$ cat config.mk
export PLATFORM = sky130hd
export DESIGN_NAME = ppl_ctrl_flat
export DESIGN_NICKNAME = d
export VERILOG_FILES = /design/src/rtl/ppl_ctrl_pkg.sv /design/src/rtl/ppl_ctrl_if.sv /design/src/rtl/ppl_ctrl.sv /design/src/flat_wrapper.sv
export SDC_FILE = /design/constraint.sdc
export NUM_CORES = 1
export LEC_CHECK = 0
export ABC_AREA = 1
export CELL_PAD_IN_SITES_DETAIL_PLACEMENT = 1
export CELL_PAD_IN_SITES_GLOBAL_PLACEMENT = 1
export CORE_MARGIN = 2
export CORE_UTILIZATION = 25
export DETAILED_ROUTE_END_ITERATION = 8
export DONT_BUFFER_PORTS = 1
export GPL_TIMING_DRIVEN = 1
export PLACE_DENSITY = 0.5
export SETUP_SLACK_MARGIN = 0.05
export SLEW_MARGIN = 20
export SYNTH_ARGS = -nofsm -noshare
export SYNTH_HDL_FRONTEND = slang
export SYNTH_SLANG_ARGS = --single-unit
$ cat constraint.sdc
create_clock -name clk -period 5.25 [get_ports clk]
set_input_delay 0.525 -clock clk [delete_from_list [all_inputs] [get_ports clk]]
set_output_delay 0.525 -clock clk [all_outputs]
set_load 0.02 [all_outputs]
$ cat src/rtl/ppl_ctrl_pkg.sv
// ppl_ctrl_pkg: shared hold/clear codes and controller state encoding
package ppl_ctrl_pkg;
  localparam int HOLD_W = 3;
  localparam int CLEAR_W = 3;
  typedef enum logic [HOLD_W-1:0] {
    HOLD_NONE = 3'd0,
    HOLD_PC   = 3'd1,
    HOLD_ID   = 3'd2,
    HOLD_EX   = 3'd3,
    HOLD_PPL  = 3'd4
  } hold_e;
  typedef enum logic [CLEAR_W-1:0] {
    CLEAR_NONE = 3'd0,
    CLEAR_ID   = 3'd1,
    CLEAR_EX   = 3'd2,
    CLEAR_IDEX = 3'd3,
    CLEAR_PPL  = 3'd4
  } clear_e;
  typedef enum logic [1:0] {
    RUN      = 2'd0,
    MEM_WAIT = 2'd1,
    HALT     = 2'd2
  } state_e;
  function automatic logic load_use(
    input logic [2:0] rs1, input logic [2:0] rs2,
    input logic       rs1_use, input logic rs2_use,
    input logic [2:0] rd, input logic ld
  );
    return ld && rd != 3'd0 && ((rs1_use && rs1 == rd) || (rs2_use && rs2 == rd));
  endfunction
endpackage

$ cat src/rtl/ppl_ctrl_if.sv
// ppl_ctrl_if: pipeline hazard/stall controller signal bundle
interface ppl_ctrl_if;
  import ppl_ctrl_pkg::*;
  logic [2:0] ID_rs1;
  logic [2:0] ID_rs2;
  logic       ID_rs1_use;
  logic       ID_rs2_use;
  logic [2:0] EX_rd;
  logic       EX_load;
  logic       EX_jump;
  logic       mem_req;
  logic       mem_ack;
  logic       dbg_halt;
  hold_e      hold_flag;
  clear_e     clear_flag;
  logic       bus_err;
  logic       halted;
  logic [15:0] stall_cnt;
  modport master (
    output ID_rs1, ID_rs2, ID_rs1_use, ID_rs2_use, EX_rd, EX_load, EX_jump,
           mem_req, mem_ack, dbg_halt,
    input  hold_flag, clear_flag, bus_err, halted, stall_cnt
  );
  modport slave (
    input  ID_rs1, ID_rs2, ID_rs1_use, ID_rs2_use, EX_rd, EX_load, EX_jump,
           mem_req, mem_ack, dbg_halt,
    output hold_flag, clear_flag, bus_err, halted, stall_cnt
  );
endinterface

$ cat src/rtl/ppl_ctrl.sv
// ppl_ctrl: pipeline hold/clear controller with load-use, memory-wait timeout and debug halt
module ppl_ctrl
  import ppl_ctrl_pkg::*;
#(
  parameter int TIMEOUT = 255
) (
  input logic clk,
  input logic rst,
  ppl_ctrl_if.slave p
);
  state_e st, nxt;
  hold_e hold;
  clear_e clr;
  logic err;
  logic lu;
  logic [7:0] cnt;
  logic [15:0] stall;
  assign lu = load_use(p.ID_rs1, p.ID_rs2, p.ID_rs1_use, p.ID_rs2_use, p.EX_rd, p.EX_load);
  always_comb begin
    nxt = st;
    hold = HOLD_NONE;
    clr = CLEAR_NONE;
    err = 1'b0;
    if (rst) begin
      nxt = RUN;
      clr = CLEAR_PPL;
    end else begin
      case (st)
        RUN: begin
          if (p.mem_req && !p.mem_ack) begin
            hold = HOLD_PPL;
            nxt = MEM_WAIT;
          end else if (p.dbg_halt) begin
            hold = HOLD_PPL;
            nxt = HALT;
          end else if (p.EX_jump) begin
            clr = CLEAR_IDEX;
          end else if (lu) begin
            hold = HOLD_ID;
            clr = CLEAR_EX;
          end
        end
        MEM_WAIT: begin
          if (p.mem_ack) begin
            nxt = RUN;
          end else if (cnt == 8'(TIMEOUT)) begin
            err = 1'b1;
            clr = CLEAR_PPL;
            nxt = RUN;
          end else begin
            hold = HOLD_PPL;
          end
        end
        HALT: begin
          if (p.dbg_halt) hold = HOLD_PPL;
          else nxt = RUN;
        end
        default: nxt = RUN;
      endcase
    end
  end
  always_ff @(posedge clk) begin
    if (rst) begin
      st <= RUN;
      cnt <= 8'd0;
      stall <= 16'd0;
    end else begin
      st <= nxt;
      cnt <= (nxt == MEM_WAIT) ? cnt + 8'd1 : 8'd0;
      stall <= (hold != HOLD_NONE && stall != 16'hFFFF) ? stall + 16'd1 : stall;
    end
  end
  assign p.hold_flag = hold;
  assign p.clear_flag = clr;
  assign p.bus_err = err;
  assign p.halted = (st == HALT) && !rst;
  assign p.stall_cnt = stall;
endmodule

$ cat src/flat_wrapper.sv
// flat-port wrapper written by rule: the top's interface ports become plain ports
module ppl_ctrl_flat import ppl_ctrl_pkg::*;
#(
  parameter int TIMEOUT = 255
)
  (clk, rst, p_ID_rs1, p_ID_rs2, p_ID_rs1_use, p_ID_rs2_use, p_EX_rd, p_EX_load, p_EX_jump, p_mem_req, p_mem_ack, p_dbg_halt, p_hold_flag, p_clear_flag, p_bus_err, p_halted, p_stall_cnt);
  ppl_ctrl_if p_i ();
  input logic clk;
  input logic rst;
  input wire logic [$bits(p_i.ID_rs1)-1:0] p_ID_rs1;
  input wire logic [$bits(p_i.ID_rs2)-1:0] p_ID_rs2;
  input wire logic [$bits(p_i.ID_rs1_use)-1:0] p_ID_rs1_use;
  input wire logic [$bits(p_i.ID_rs2_use)-1:0] p_ID_rs2_use;
  input wire logic [$bits(p_i.EX_rd)-1:0] p_EX_rd;
  input wire logic [$bits(p_i.EX_load)-1:0] p_EX_load;
  input wire logic [$bits(p_i.EX_jump)-1:0] p_EX_jump;
  input wire logic [$bits(p_i.mem_req)-1:0] p_mem_req;
  input wire logic [$bits(p_i.mem_ack)-1:0] p_mem_ack;
  input wire logic [$bits(p_i.dbg_halt)-1:0] p_dbg_halt;
  output wire logic [$bits(p_i.hold_flag)-1:0] p_hold_flag;
  output wire logic [$bits(p_i.clear_flag)-1:0] p_clear_flag;
  output wire logic [$bits(p_i.bus_err)-1:0] p_bus_err;
  output wire logic [$bits(p_i.halted)-1:0] p_halted;
  output wire logic [$bits(p_i.stall_cnt)-1:0] p_stall_cnt;
  assign p_i.ID_rs1 = p_ID_rs1;
  assign p_i.ID_rs2 = p_ID_rs2;
  assign p_i.ID_rs1_use = p_ID_rs1_use;
  assign p_i.ID_rs2_use = p_ID_rs2_use;
  assign p_i.EX_rd = p_EX_rd;
  assign p_i.EX_load = p_EX_load;
  assign p_i.EX_jump = p_EX_jump;
  assign p_i.mem_req = p_mem_req;
  assign p_i.mem_ack = p_mem_ack;
  assign p_i.dbg_halt = p_dbg_halt;
  assign p_hold_flag = p_i.hold_flag;
  assign p_clear_flag = p_i.clear_flag;
  assign p_bus_err = p_i.bus_err;
  assign p_halted = p_i.halted;
  assign p_stall_cnt = p_i.stall_cnt;
  ppl_ctrl #(.TIMEOUT(TIMEOUT)) u_core (.clk(clk), .rst(rst), .p(p_i));
endmodule
==> flow_metrics.env <==
export IMPL_run_status="finished clean"
export IMPL_end_kind="flop"
export IMPL_grt_overflow=0
export IMPL_io_pins=42
export IMPL_timing_setup_critical_path_class="reg -> reg"
export IMPL_postCtsSetupRepairBufs=0
export IMPL_syn_to_final_growth_pct=7.03
export IMPL_clock_root_buffer="clkbuf_8"
export IMPL_start_util=0.258
export IMPL_synth_top_area_share=0.318
export IMPL_antenna_found_initial=0
export IMPL_vdd_drop_max_uv=90.2
export IMPL_drive_above_1_share=0.106
export IMPL_fin_skew_ns=0.00707
export IMPL_synth_cell_types=27
export IMPL_postRouteAntennaNets=0
export IMPL_powerDensity_nw_per_um2=211
export IMPL_num_antenna_cells=0
export IMPL_hold_viol_final=0
export IMPL_cts_buffer_depth=2
export IMPL_syn_area_um2=1640
export IMPL_drc=0
export IMPL_maxCapViolCount=0
export IMPL_gp_congestion=0.743
export IMPL_cp_arrival_ns=2.42
export IMPL_layout_nets=266
export IMPL_worstSkewPairLatency_ns=0.27
export IMPL_finalInstanceArea_um2=1750
export IMPL_grt_start_max_net_pins=23
export IMPL_grt_pass1_vias=1516
export IMPL_ys_seq_area_frac=0.318
export IMPL_cts_made_buffers=3
export IMPL_fin_crit_ns=2.21
export IMPL_path_cells="ha_1 > clkinv_1 > nor3_4 > nand2_2 > nor2_4 > nand3_4 > nand2_4 > nand2_1 > a21oi_2"
export IMPL_yosysWarnings=0
export IMPL_placed_cell_area_um2=1700
export IMPL_path_buf_inv=1
export IMPL_yosys_top_cells_area="dfxtp_1, nand2_1, nand3_1, nor2_1, inv_1"
export IMPL_post_route_period_util=0.421
export IMPL_rsz0062_at_grt="no"
export IMPL_cts_tree="yes"
export IMPL_min_path_type="in -> reg"
export IMPL_avgRoutedWirePerCell_um=12.9
export IMPL_relSlewSlack=0.529
export IMPL_cpLargestDelayFamily="simple AND/OR/NAND/NOR gates"
export IMPL_vias=1476
export IMPL_slowest_delay_ns=0.55
export IMPL_post_place_ws_ns=3.03
export IMPL_finalSetupViolCount=0
export IMPL_die_area_um2=7210
export IMPL_fin_util=0.276
export IMPL_wirelength_um=4160
export IMPL_max_clock_freq_ghz=0.452
export IMPL_synth_top_area_cell="dfxtp_1"
export IMPL_tns_ns=0
export IMPL_die_x_um=84.9
export IMPL_synthCells=247
export IMPL_grt_pass1_wl_um=7110
export IMPL_synth_seq_cells=26
export IMPL_coreArea_um2=6350
export IMPL_setup_worst_path_start_class="flop"
export IMPL_rows=29
export IMPL_total_power_mw=0.371
export IMPL_drt_iter0_drc=34
export IMPL_tightest_slew_ns=0.701
export IMPL_clkTransAtPathRegs_ns=0.10
export IMPL_via_per_inst=4.58
export IMPL_syn_avg_cell_area_um2=6.63
export IMPL_ctsHoldBuffers=0
export IMPL_cp_max_fo=18
export IMPL_critPathRequiredTime_ns=5.46
export IMPL_crit_slowest_cell="dfxtp_1"
export IMPL_cts_sinks=26
export IMPL_postCtsResizedCells=0
export IMPL_final_max_slew_viol_count=0
export IMPL_setup_slack_ns=3.04
export IMPL_syn_num_nets=267
export IMPL_grt_usage=0.120
export IMPL_drt_first_pass_iters=4
export IMPL_p_leak_nw=0.652
export IMPL_hpwlAfterDp_um=3260
export IMPL_port_buffers=0
export IMPL_fp_dieH_um=84.9
export IMPL_htree_levels=1
## cell usage after synthesis, drive strengths merged
master and n:
nand3 30, conb 1, a21oi 18, ha 2
inv 29, dfxtp 26, nand2 69, nor3 9
xnor2 7, o31a 1, xor2 9, nor3b 1
buf 6, clkinv 2, nor2 32, nand4 4
and2 1
## per-layer routing
layer,up-vias,part of all wire,global-route usage
met4,0,0.014,0.0433
met5,-,0,0
li1,773,-,-
met2,35,0.41,0.175
met3,4,0.058,0.0272
met1,664,0.52,0.173
## power breakdown
| part | leakage [nW] | total [mW] | switching, mW | internal [mW] |
|---|---|---|---|---|
| registers | 0.210 | 0.204 | 0.00467 | 0.200 |
| clock network | 0.0288 | 0.135 | 0.0675 | 0.0671 |
| logic | 0.413 | 0.0316 | 0.0225 | 0.00915 |
| total | 0.652 | 0.371 | 0.0946 | 0.276 |
## registers in the layout, summed over array words and instances, names as in the netlist
name                count
u_core.p.stall_cnt     16
u_core.cnt              8
u_core.st               2
## final cells by class
class	instances	area, um^2
fillers	803	4600
multi-input cells	184	965
flip-flops and latches	26	520
inverters	31	116
well taps	77	96.3
clock buffers	4	55.1
## worst reg2reg max path, stage by stage (launching register included)
cell and delay (ns):
dfxtp_1 0.55, ha_1 0.26, clkinv_1 0.12, nor3_4 0.29, nand2_2 0.13, nor2_4 0.12, nand3_4 0.22, nand2_4 0.27
nand2_1 0.09, a21oi_2 0.12
## worst paths after layout
| kind | from | end | slack (ns) | depth (start not counted) |
|---|---|---|---|---|
| max reg2reg | u_core.p.stall_cnt[0]$_SDFFE_PP0P_ | u_core.p.stall_cnt[3]$_SDFFE_PP0P_ | 3.04 | 9 |
| min | rst | u_core.p.stall_cnt[8]$_SDFFE_PP0P_ | 0.31 | 1 |
| min reg2reg | u_core.cnt[0]$_SDFF_PP0_ | u_core.cnt[0]$_SDFF_PP0_ | 0.45 | 1 |
| max | u_core.p.stall_cnt[0]$_SDFFE_PP0P_ | u_core.p.stall_cnt[3]$_SDFFE_PP0P_ | 3.04 | 9 |
## cell families after synthesis
kind of cell	count (synthesis)	synth area share
compound gates	19	0.0833
xor+xnor	16	0.0856
fa+ha+maj	2	0.0153
buf+inv	37	0.0932
flops	26	0.318
other cells	1	0.00229
simple gates	146	0.403
## cell usage in the layout, fill, tap and decap left out, types with 3 or more instances in the layout
master / Yosys / routed
nand4_1: 4 / 4
nand2_2: 3 / 3
nand3_1: 29 / 29
xor2_1: 9 / 9
dfxtp_1: 26 / 26
a21oi_1: 8 / 8
nor2_1: 31 / 31
nor3_1: 8 / 8
nand2_1: 65 / 65
inv_2: 5 / 5
a21oi_2: 10 / 10
inv_1: 24 / 24
xnor2_1: 7 / 7
clkbuf_8: 0 / 4
## stage by stage
stage	cells	hold WS, ns
global placement	318	0.428
floorplan	247	0.418
global route	322	0.278
detailed placement	318	0.445
finish	322	0.305
CTS	322	0.287
Power figures use the tool's default switching activity.
